## src/rtl/cache_bus_arbiter.sv

```systemverilog
// Arbitrates the shared 128-bit memory bus between I-cache refills and D-cache traffic.
// Optional ARB_ROUND_ROBIN_EN: tie-break by last-served instead of fixed D priority.
module cache_bus_arbiter #(
    parameter int ADDR_WIDTH     = 16,
    parameter int DATA_WIDTH     = 128,
    parameter int LOCK_MAX_BEATS = 8
) (
    input  logic                  clk_i,
    input  logic                  rst_ni,
    input  logic                  i_req_i,
    input  logic [ADDR_WIDTH-1:0] i_addr_i,
    output logic                  i_ack_o,
    output logic [DATA_WIDTH-1:0] i_data_o,
    input  logic                  d_req_i,
    input  logic [ADDR_WIDTH-1:0] d_addr_i,
    input  logic                  d_we_i,
    input  logic [DATA_WIDTH-1:0] d_data_i,
    input  logic                  d_lock_i,
    output logic                  d_ack_o,
    output logic [DATA_WIDTH-1:0] d_data_o,
    output logic                  mem_valid_o,
    output logic [ADDR_WIDTH-1:0] mem_addr_o,
    output logic                  mem_we_o,
    output logic [DATA_WIDTH-1:0] mem_data_o,
    input  logic                  mem_valid_i,
    input  logic [DATA_WIDTH-1:0] mem_data_i,
    output logic [1:0]            grant_o
);
    localparam int BW = $clog2(LOCK_MAX_BEATS + 1);
    localparam logic [BW-1:0] BEAT_MAX = BW'(LOCK_MAX_BEATS);
    localparam logic [1:0] G_NONE = 2'b00;
    localparam logic [1:0] G_I    = 2'b01;
    localparam logic [1:0] G_D    = 2'b10;

    typedef enum logic [1:0] {IDLE, BUSY, DROP, HOLD} state_t;

    state_t                state_q, state_d;
    logic                  valid_q, valid_d;
    logic [ADDR_WIDTH-1:0] addr_q, addr_d;
    logic                  we_q, we_d;
    logic [DATA_WIDTH-1:0] data_q, data_d;
    logic [1:0]            grant_q, grant_d;
    logic [BW-1:0]         beats_q, beats_d;
    logic                  pick_d, owner_d, owner_req;

    assign owner_d   = (grant_q == G_D);
    assign owner_req = owner_d ? d_req_i : i_req_i;

`ifdef ARB_ROUND_ROBIN_EN
    logic last_d_q, last_d_d;
    assign pick_d = d_req_i & (~i_req_i | ~last_d_q);
`else
    assign pick_d = d_req_i;
`endif

    always_comb begin
        state_d = state_q;
        valid_d = valid_q;
        addr_d  = addr_q;
        we_d    = we_q;
        data_d  = data_q;
        grant_d = grant_q;
        beats_d = beats_q;
`ifdef ARB_ROUND_ROBIN_EN
        last_d_d = last_d_q;
`endif
        unique case (state_q)
            IDLE: begin
                if (i_req_i | d_req_i) begin
                    state_d = BUSY;
                    valid_d = 1'b1;
                    beats_d = '0;
`ifdef ARB_ROUND_ROBIN_EN
                    last_d_d = pick_d;
`endif
                    if (pick_d) begin
                        addr_d  = d_addr_i;
                        we_d    = d_we_i;
                        data_d  = d_data_i;
                        grant_d = G_D;
                    end else begin
                        addr_d  = i_addr_i;
                        we_d    = 1'b0;
                        data_d  = '0;
                        grant_d = G_I;
                    end
                end
            end
            BUSY: begin
                if (mem_valid_i) begin
                    valid_d = 1'b0;
                    state_d = DROP;
                    // Completed locked D beats feed the starvation limit.
                    if (owner_d && d_lock_i && beats_q != BEAT_MAX)
                        beats_d = beats_q + 1'b1;
                end
            end
            DROP: begin
                if (!owner_req) begin
                    if (owner_d && d_lock_i &&
                        !(beats_q == BEAT_MAX && i_req_i)) begin
                        state_d = HOLD;
                    end else begin
                        state_d = IDLE;
                        grant_d = G_NONE;
                    end
                end
            end
            HOLD: begin
                if (d_req_i) begin
                    state_d = BUSY;
                    valid_d = 1'b1;
                    addr_d  = d_addr_i;
                    we_d    = d_we_i;
                    data_d  = d_data_i;
                end else if (!d_lock_i) begin
                    state_d = IDLE;
                    grant_d = G_NONE;
                end
            end
            default: state_d = IDLE;
        endcase
    end

    always_ff @(posedge clk_i) begin
        if (!rst_ni) begin
            state_q <= IDLE;
            valid_q <= 1'b0;
            addr_q  <= '0;
            we_q    <= 1'b0;
            data_q  <= '0;
            grant_q <= G_NONE;
            beats_q <= '0;
`ifdef ARB_ROUND_ROBIN_EN
            last_d_q <= 1'b0;
`endif
        end else begin
            state_q <= state_d;
            valid_q <= valid_d;
            addr_q  <= addr_d;
            we_q    <= we_d;
            data_q  <= data_d;
            grant_q <= grant_d;
            beats_q <= beats_d;
`ifdef ARB_ROUND_ROBIN_EN
            last_d_q <= last_d_d;
`endif
        end
    end

    // Acks only reach the current owner, and only while a request is outstanding.
    assign i_ack_o     = (state_q == BUSY) & (grant_q == G_I) & mem_valid_i;
    assign d_ack_o     = (state_q == BUSY) & owner_d & mem_valid_i;
    assign i_data_o    = mem_data_i;
    assign d_data_o    = mem_data_i;
    assign mem_valid_o = valid_q;
    assign mem_addr_o  = addr_q;
    assign mem_we_o    = we_q;
    assign mem_data_o  = data_q;
    assign grant_o     = grant_q;

endmodule

```

## config.mk

```make
export PLATFORM = sky130hd
export DESIGN_NAME = cache_bus_arbiter
export DESIGN_NICKNAME = d
export VERILOG_FILES = /design/src/rtl/cache_bus_arbiter.sv
export SDC_FILE = /design/constraint.sdc
export NUM_CORES = 1
export LEC_CHECK = 0
export BUFFER_PORTS_ARGS = -buffer_cell sky130_fd_sc_hd__buf_4
export CORE_AREA = 4 4 274 276
export CTS_CLUSTER_SIZE = 28
export DETAILED_ROUTE_END_ITERATION = 10
export DIE_AREA = 0 0 278 280
export HOLD_SLACK_MARGIN = 0.02
export PLACE_DENSITY = 0.37
export SKIP_CTS_REPAIR_TIMING = 1
export SLEW_MARGIN = 15
export SYNTH_ARGS = -nofsm -noshare
export SYNTH_HDL_FRONTEND = slang
export SYNTH_SLANG_ARGS = --single-unit
```

## constraint.sdc

```tcl
create_clock -name clk_i -period 2 [get_ports clk_i]
set_input_delay 0.1 -clock clk_i [delete_from_list [all_inputs] [get_ports clk_i]]
set_output_delay 0.1 -clock clk_i [all_outputs]
set_load 0.01 [all_outputs]
```

==> results.txt, run 1 <==
clk_lat worst skew = 0.46 ns
Static Leak = 4.81 nW
# fillers = 8,191
Clock Tree Buf Depth = 2
reg2reg setup slack = 0.21 ns
largest net degree at the start of global routing = 67
Port Buffers = 316
fin nets = 1,513
fin. max-slew vios = 0
worst setup path startpoint = state_q[0]
Post-Syn Area = 0.00815 mm2
Vias/cell = 3.35
Overall Global Routing Usage = 7.17%
initial antenna violation count = 0
reg2reg end = grant_o[1]
P_sw = 0.00459 W
critical path class = reg2reg
Mapped Cells = 1,006
Die Ht = 280 um
Pwr Density = 1040 mW/mm2
average wire per standard cell = 13.6 um
die area = 0.0778 mm2
Rows = 99
die width = 278 um
setup violators final = 0
htree depth = 4
Post-Route WL = 29,700 um
TritonCTS clock tree = built
GRT overflow = 0
Startpoint Class = flop
area of the multi-input gates = 0.00276 mm2
Hold Fails Final Rpt = 0
Iteration-0 DRC Markers = 255
R2R cell count = 7
Combinational Power Share = 40.3%
residual DRC count = 0
status = complete, no violations
worst-margin pin slew = 0.586 ns
worst setup path endpoint = grant_o[1]
routability cong. = 0.725
Hold WS = 0.107 ns
# diodes = 0
register share of total power = 31.5%
HP Class = in2reg
Arrival @ worst endpoint = 2.14 ns
Fmax = 558 MHz
minimum clock period = 1.79 ns
worst relative slew slack = 60.9%
clock slew at reported path FFs = 0.07 ns
CTS Root Cell = clkbuf_16
IO Pins = 701
slowest cell on the critical path = dfxtp_1
TritonCTS sink count = 154
CP endpoint kind = flop
most frequent cells in the layout = buf_4 (337), nand2_1 (173), dlygate4sd3_1 (161)
Avg Cell Area, Syn = 8.10 um2
Starting Density = 11.2%
Initial DRT Pass Iterations = 4
final core utilization = 16.6%
number of global-route vias before repair = 6,908
cts bufs inserted = 17
Worst R2R Start = state_q[0]
CP cell instances = inv_1, ha_2, nor3b_2, buf_4, a221oi_1, nand4_1, mux2i_1
Pint = 0.00794 W
Worst Path Max Fanout = 5
Netlist cell types = 43
Clock power frac = 28.2%
antenna viol nets, final = 0
RSZ-0062 raised after global routing = false
first-pass GRT wire length = 42,400 um
share of cells above drive strength 1 = 33.2%
commonest non-fill, non-tap cell in the layout = buf_4
FF/Latch Area = 0.00308 mm2
P&R area growth vs syn = 48.1%
Max rail drop VDD = 0.408 mV
HPWL Detailed = 21,300 um
sw frac = 36.6%
sequential-to-total area share from yosys stat = 37.8%
Tcrit/Tclk final = 89.5%
Yosys reg bits = 154
core area = 0.0726 mm2
Net Count, Synth = 1,309
Post-Route Setup TNS = 0 ns
max_cap viols = 0
delay of the slowest critical-path stage = 0.41 ns
Critical Path RT = 2.35 ns
clock skew = 0.0125 ns
Syn. warnings = 0
Vias = 7,301
[metrics by stage]
stage               std cells  setup slack, ns  cell area, um2  power (W)
floorplan                1006            0.364            8150    0.00722
global placement         1989            0.185            9840    0.00887
detailed placement       1989            0.104            9840    0.00890
CTS                      2020           0.0768           10500     0.0126
global route             2181           0.0313           12100     0.0134
finish                   2181            0.209           12100     0.0125
[sequential cells by signal (all words and copies together) (netlist names)]
register / flops
mem_we_o: 1
mem_data_o: 128
beats_q: 4
state_q: 2
mem_valid_o: 1
mem_addr_o: 16
grant_o: 2
[synth_stat cells]
cell type / n / share of area [%]
a311oi_1: 1 / 0.11
and3_1: 2 / 0.15
buf_2: 32 / 2.0
nand4_1: 1 / 0.077
o221ai_1: 1 / 0.11
a21oi_1: 119 / 7.3
o2111ai_1: 2 / 0.21
o41ai_1: 2 / 0.21
a21boi_0: 13 / 1.2
buf_1: 1 / 0.046
nor2_1: 16 / 0.74
nand4b_1: 2 / 0.21
o31a_1: 1 / 0.11
dfxtp_1: 154 / 38
inv_1: 8 / 0.37
a311oi_2: 15 / 2.8
nor3b_1: 1 / 0.092
clkbuf_1: 23 / 1.1
ha_1: 8 / 1.2
o2bb2ai_1: 1 / 0.11
or4_1: 1 / 0.092
nand3b_1: 1 / 0.092
o21a_1: 1 / 0.092
a21o_1: 1 / 0.092
nand3_1: 134 / 8.2
inv_2: 1 / 0.046
o211ai_1: 1 / 0.092
o22ai_1: 1 / 0.077
nor3b_2: 1 / 0.15
buf_4: 259 / 24
a41o_1: 1 / 0.12
nor2_2: 2 / 0.15
o32ai_1: 1 / 0.11
o22a_1: 1 / 0.11
o211a_1: 1 / 0.12
mux2i_1: 4 / 0.49
a31o_2: 2 / 0.21
a221oi_1: 1 / 0.11
nor2b_1: 4 / 0.31
nand2_1: 173 / 8.0
buf_6: 10 / 1.4
and4b_1: 1 / 0.12
or2_1: 1 / 0.077
[cells by family (layout without fill, tap and decap cells)]
kind of cell    Yosys count  in the layout  synth area share (%)
flops                   154            154                  37.8
fa+ha+maj                 8              8                  1.23
simple gates            340            340                  18.5
mux                       4              4                 0.491
compound gates          166            166                  13.3
buf+inv                 334            550                  28.7
[worst max-delay path: cells and delay by family, from the launching register on]
family / cells / cell delay, ns
simple gates: 2 / 0.39
compound gates: 1 / 0.20
flops: 1 / 0.41
buf+inv: 2 / 0.26
fa+ha+maj: 1 / 0.25
mux: 1 / 0.16
[how the worst min path moves through the flow]
stage                    from        endpoint  cells after the start
6_report              d_req_i      grant_o[1]                      4
5_1_grt               d_req_i      grant_o[1]                      4
4_1_cts          d_data_i[83]  mem_data_o[83]                      3
3_5_place_dp   mem_data_i[66]    d_data_o[66]                      0
3_3_place_gp   mem_data_i[66]    d_data_o[66]                      0
2_1_floorplan     d_data_i[0]   mem_data_o[0]                      2
[cell type report]
| cell class | instances | area share, % |
|---|---|---|
| inverters | 9 | 0.301 |
| well taps | 959 | 9.94 |
| clock inverters | 10 | 1.15 |
| multi-input cells | 518 | 22.9 |
| repair buffers | 510 | 36.3 |
| flip-flops and latches | 154 | 25.5 |
| clock buffers | 21 | 3.90 |
[routing by layer]
| metal | global-route usage, % | up-vias | wire [um] |
|---|---|---|---|
| li1 | - | 3496 | - |
| met1 | 7.58 | 3344 | 11400 |
| met2 | 11.0 | 344 | 13300 |
| met3 | 3.68 | 117 | 3070 |
| met4 | 5.29 | 0 | 1850 |
| met5 | 0 | - | 0 |
[power groups by stage]
stage	Combinational [W]	Sequential (W)	Clock, W
after CTS	0.00489	0.00396	0.00379
after global placement	0.00486	0.00401	0
after global routing	0.00554	0.00403	0.00388
after floorplan	0.00299	0.00423	0
final	0.00505	0.00395	0.00354
after detailed placement	0.00489	0.00401	0
(Power assumes the default switching activity.)
==> inputs of run 2 (changes only) <==
CORE_AREA = 4 4 273 275   (was 4 4 274 276)
DIE_AREA = 0 0 277 279   (was 0 0 278 280)
PLACE_DENSITY = 0.38   (was 0.37)
clock period = 1.4 ns   (was 2 ns; I/O delays follow)
==> run 2 against run 1 <==
Effect of this change: the run now ends with setup timing left; clock power is 47% higher; clock skew hardly changed; non-clock buffer count is 63 higher; core utilization is 2.0 points higher; global-route usage is 0.30 points higher; critical path type unchanged.
==> results.txt, run 2 (synthesis results as in run 1) <==
Startpoint Class = flop
Worst Path Max Fanout = 33 (+28)
Post-Route WL = 34,000 um (+14%)
Hold Fails Final Rpt = 0 (unchanged)
Critical Path RT = 1.81 ns (-0.54 ns)
clk_lat worst skew = 0.48 ns (+0.02 ns)
IO Pins = 701 (unchanged)
initial antenna violation count = 0 (unchanged)
Vias = 7,618 (+4.3%)
status = complete, but fails checks
die width = 277 um (-0.36%)
clock skew = 0.0127 ns (+0.000170 ns)
max_cap viols = 0 (unchanged)
TritonCTS clock tree = built
core area = 0.0723 mm2 (-0.34%)
first-pass GRT wire length = 43,800 um (+3.3%)
worst-margin pin slew = 0.391 ns (-0.195 ns)
minimum clock period = 1.67 ns (-0.118 ns)
average wire per standard cell = 15.1 um (+11%)
Static Leak = 5.37 nW (+12%)
die area = 0.0773 mm2 (-0.72%)
Overall Global Routing Usage = 7.47% (+0.30 points)
Rows = 99 (unchanged)
Tcrit/Tclk final = 120% (+30 points)
htree depth = 4 (unchanged)
clock slew at reported path FFs = 0.07 ns (about the same)
Iteration-0 DRC Markers = 301 (+18%)
Clock Tree Buf Depth = 2 (unchanged)
Die Ht = 279 um (-0.36%)
P&R area growth vs syn = 65.8%
share of cells above drive strength 1 = 45.4% (+12 points)
CP endpoint kind = flop
Fmax = 598 MHz (+7.0%)
HPWL Detailed = 22,700 um (+6.6%)
Initial DRT Pass Iterations = 4 (unchanged)
routability cong. = 0.733 (+1.2%)
Pwr Density = 1580 mW/mm2 (+52%)
Max rail drop VDD = 0.543 mV (+33%)
final core utilization = 18.7% (+2.0 points)
TritonCTS sink count = 154 (unchanged)
fin. max-slew vios = 0 (unchanged)
GRT overflow = 0 (unchanged)
fin nets = 1,576 (+4.2%)
Arrival @ worst endpoint = 2.08 ns (-0.06 ns)
number of global-route vias before repair = 7,118 (+3.0%)
HP Class = in2reg
Port Buffers = 316 (unchanged)
failing checks = setup timing
largest net degree at the start of global routing = 67 (unchanged)
setup ws final = -0.273 ns (-0.482 ns)
setup violators final = 156 (+156)
Overall Power = 0.0213 W (+70%)
antenna viol nets, final = 0 (unchanged)
Vias/cell = 3.39 (+1.4%)
critical path class = reg2reg
cts bufs inserted = 17 (unchanged)
Largest register FFs = 128 (unchanged)
worst relative slew slack = 73.9% (+13 points)
RSZ-0062 raised after global routing = true
Starting Density = 11.3% (+0.038 points)
residual DRC count = 0 (unchanged)
CTS Root Cell = clkbuf_16
# diodes = 0 (unchanged)
commonest non-fill, non-tap cell in the layout = buf_4
most frequent cells in the layout = buf_4 (359), nand2_1 (169), dlygate4sd3_1 (163)
-- run 2: cell types whose count changed in the layout (fill, tap and decap cells not counted), sizes merged --
cell	delta
buf	+54
bufinv	+1
clkbuf	+7
clkinv	-1
dlygate4sd3	+2
-- run 2: routing by layer --
metal  vias to the layer above  wire (um)  track usage (%)
met5                         -          0            0.549
met4                         0       1370             4.25
met3                        94       3140             4.46
met2                       360      16100             12.0
met1                      3535      13400             7.50
li1                       3629          -                -
-- run 2: worst paths after layout --
kind / start / to / slack, ns / cells after the start
worst max-delay path: state_q[0] / mem_data_o[16] / -0.27 / 7
worst min-delay path: d_req_i / mem_addr_o[0] / 0.1 / 5
worst max register to register: state_q[0] / mem_data_o[16] / -0.27 / 7
worst min register to register: mem_data_o[1] / mem_data_o[1] / 0.45 / 2
-- run 2: report_power, final --
part           internal, W  switching, W
Combinational      0.00509       0.00531
Sequential         0.00520      0.000483
Clock              0.00308       0.00213
-- run 2: final cells by class --
class                   instances  area [um2]
well taps                     959        1200
multi-input cells             518        3360
inverters                       9        43.8
repair buffers                573        5190
clock buffers                  21         460
fillers                      8105       58800
clock inverters                10         164
flip-flops and latches        154        3090
-- run 2: metrics by stage --
step           TNS (ns)  setup slack (ns)  instances  hold WS [ns]  instance area (um2)
2_1_floorplan     -6.97            -0.116       1006         0.205                 8570
3_3_place_gp     -25.48            -0.229       2030         0.140                10500
3_5_place_dp     -31.16            -0.285       2030         0.140                10500
4_1_cts          -35.39            -0.385       2061        -0.224                11100
5_1_grt          -42.80            -0.352       2244        0.0913                13500
6_report         -29.74            -0.273       2244        0.0997                13500
-- run 2: worst max-delay path, stage by stage (launching register included) --
cell	delay [ns]
dfxtp_4	0.37
ha_4	0.18
buf_4	0.16
o22ai_4	0.19
buf_6	0.15
clkbuf_16	0.21
nand2_1	0.12
a21oi_2	0.16
==> inputs of run 3 (changes only) <==
CELL_PAD_IN_SITES_DETAIL_PLACEMENT = 1   (was default)
CELL_PAD_IN_SITES_GLOBAL_PLACEMENT = 2   (was default)
CORE_AREA = 4 4 267 269   (was 4 4 273 275)
DIE_AREA = 0 0 271 273   (was 0 0 277 279)
PLACE_DENSITY = 0.62   (was 0.38)
==> run 3 against run 2 <==
Effect of this change: the flow still finishes with violations (setup timing); power down 3.8%; sequential cell count unchanged; worst setup slack better by 0.034 ns; core utilization up 1.0 points; first-iteration DRC count down 36%; final area about the same; routed wire length down 0.91%; cell count down 0.71%; non-clock buffer count up 11; sequential share of layout area about the same.
==> results.txt, run 3 (synthesis results as in run 1) <==
Iteration-0 DRC Markers = 194 (-36%)
fin. max-slew vios = 0 (unchanged)
Overall Global Routing Usage = 7.89% (+0.42 points)
Static Leak = 5.41 nW (+0.84%)
cts bufs inserted = 17 (unchanged)
Hold WS = 0.0499 ns (-0.0499 ns)
Finished Layout Cells = 2,228 (-0.71%)
die width = 271 um (-2.2%)
P&R area growth vs syn = 65.8% (about the same)
clk_lat worst skew = 0.47 ns (about the same)
die area = 0.0740 mm2 (-4.3%)
routability cong. = 0.744 (+1.4%)
Fmax = 610 MHz (+2.1%)
Max rail drop VDD = 0.642 mV (+18%)
core area = 0.0686 mm2 (-5.2%)
CP endpoint kind = flop
setup ws final = -0.239 ns (+0.0342 ns)
Initial DRT Pass Iterations = 4 (unchanged)
share of cells above drive strength 1 = 46.7% (+1.3 points)
average wire per standard cell = 15.1 um (-0.20%)
TritonCTS clock tree = built
Vias/cell = 3.46 (+2.0%)
largest net degree at the start of global routing = 68 (+1.5%)
Tcrit/Tclk final = 117% (-2.4 points)
clock skew = 0.00943 ns (-0.00326 ns)
pre-CTS setup slack = -0.301 ns (-0.0159 ns)
Hold Fails Final Rpt = 0 (unchanged)
setup violators final = 156 (unchanged)
Clock Tree Buf Depth = 2 (unchanged)
max_cap viols = 0 (unchanged)
fin nets = 1,587 (+0.70%)
Post-Place Cells = 2,016 (-0.69%)
Arrival @ worst endpoint = 2.03 ns (-0.05 ns)
initial antenna violation count = 0 (unchanged)
Overall Power = 0.0205 W (-3.8%)
minimum clock period = 1.64 ns (-0.0342 ns)
Port Buffers = 316 (unchanged)
first-pass GRT wire length = 44,800 um (+2.3%)
Startpoint Class = flop
IO Pins = 701 (unchanged)
status = complete, but fails checks
Starting Density = 11.9% (+0.62 points)
commonest non-fill, non-tap cell in the layout = buf_4
residual DRC count = 0 (unchanged)
Vias = 7,718 (+1.3%)
# diodes = 0 (unchanged)
most frequent cells in the layout = buf_4 (376), dlygate4sd3_1 (162), nand2_1 (153)
Critical Path RT = 1.79 ns (-0.02 ns)
GRT overflow = 0 (unchanged)
clock slew at reported path FFs = 0.07 ns (about the same)
CTS Root Cell = clkbuf_16
RSZ-0062 raised after global routing = true
Largest register FFs = 128 (unchanged)
HP Class = in2reg
Rows = 96 (-3.0%)
HPWL Detailed = 23,300 um (+2.7%)
TritonCTS sink count = 154 (unchanged)
Worst Path Max Fanout = 7 (-79%)
final core utilization = 19.7% (+1.0 points)
worst-margin pin slew = 0.343 ns (-0.0480 ns)
Die Ht = 273 um (-2.2%)
Pwr Density = 1520 mW/mm2 (-3.8%)
Post-Route WL = 33,700 um (-0.91%)
htree depth = 4 (unchanged)
failing checks = setup timing
critical path class = reg2reg
worst relative slew slack = 77.1% (+3.2 points)
number of global-route vias before repair = 7,500 (+5.4%)
antenna viol nets, final = 0 (unchanged)
==> run 3: changes by cell type in the layout (fill, tap and decap cells not counted), sizes merged <==
cell,previous run,this run
dlygate4sd3,163,162
buf,403,416
bufinv,4,1
inv,12,16
clkinvlp,1,5
clkbuf,28,24
clkinv,2,1
==> run 3: final timing paths <==
check / from / to / slack (ns) / depth (start not counted)
setup reg to reg: state_q[0] / mem_data_o[34] / -0.24 / 8
hold reg to reg: mem_data_o[64] / mem_data_o[64] / 0.45 / 2
hold / removal: d_lock_i / state_q[0] / 0.05 / 4
setup / recovery: state_q[0] / mem_data_o[34] / -0.24 / 8
==> run 3: area by class of cell <==
type                       instances  area, um2
clock buffer                      18        429
clock inverter                    14        136
fill                            8025      55100
inverter                           9       38.8
multi-input combinational        518       3390
sequential                       154       3090
tap                              931       1160
timing repair buffer             584       5260
==> run 3: where the power goes <==
part	switching [W]	internal, W
clock network	0.00226	0.00249
logic	0.00503	0.00498
registers	0.000519	0.00520
==> run 3: layer usage <==
metal / up-vias / GRT usage, % / part of all wire (%) / routed length [um]
met2: 328 / 12.8 / 49 / 16600
met5: - / 0.395 / 0.10 / 34
met4: 2 / 3.67 / 2.4 / 800
li1: 3660 / - / - / -
met3: 67 / 4.24 / 8.8 / 2970
met1: 3661 / 8.41 / 39 / 13300
==> run 3: critical path, cell delays in order, from the launching register on <==
cell,delay [ns]
dfxtp_4,0.37
ha_4,0.18
buf_12,0.13
o22ai_4,0.19
buf_12,0.16
buf_16,0.15
buf_4,0.15
nand2_1,0.07
a21oi_2,0.15
==> run 3: metrics by stage <==
step	area, um2	setup TNS, ns
detailed placement	10600	-29.33
global placement	10600	-23.00
CTS	11100	-32.33
finish	13500	-25.43
global route	13500	-35.84
floorplan	8570	-6.97
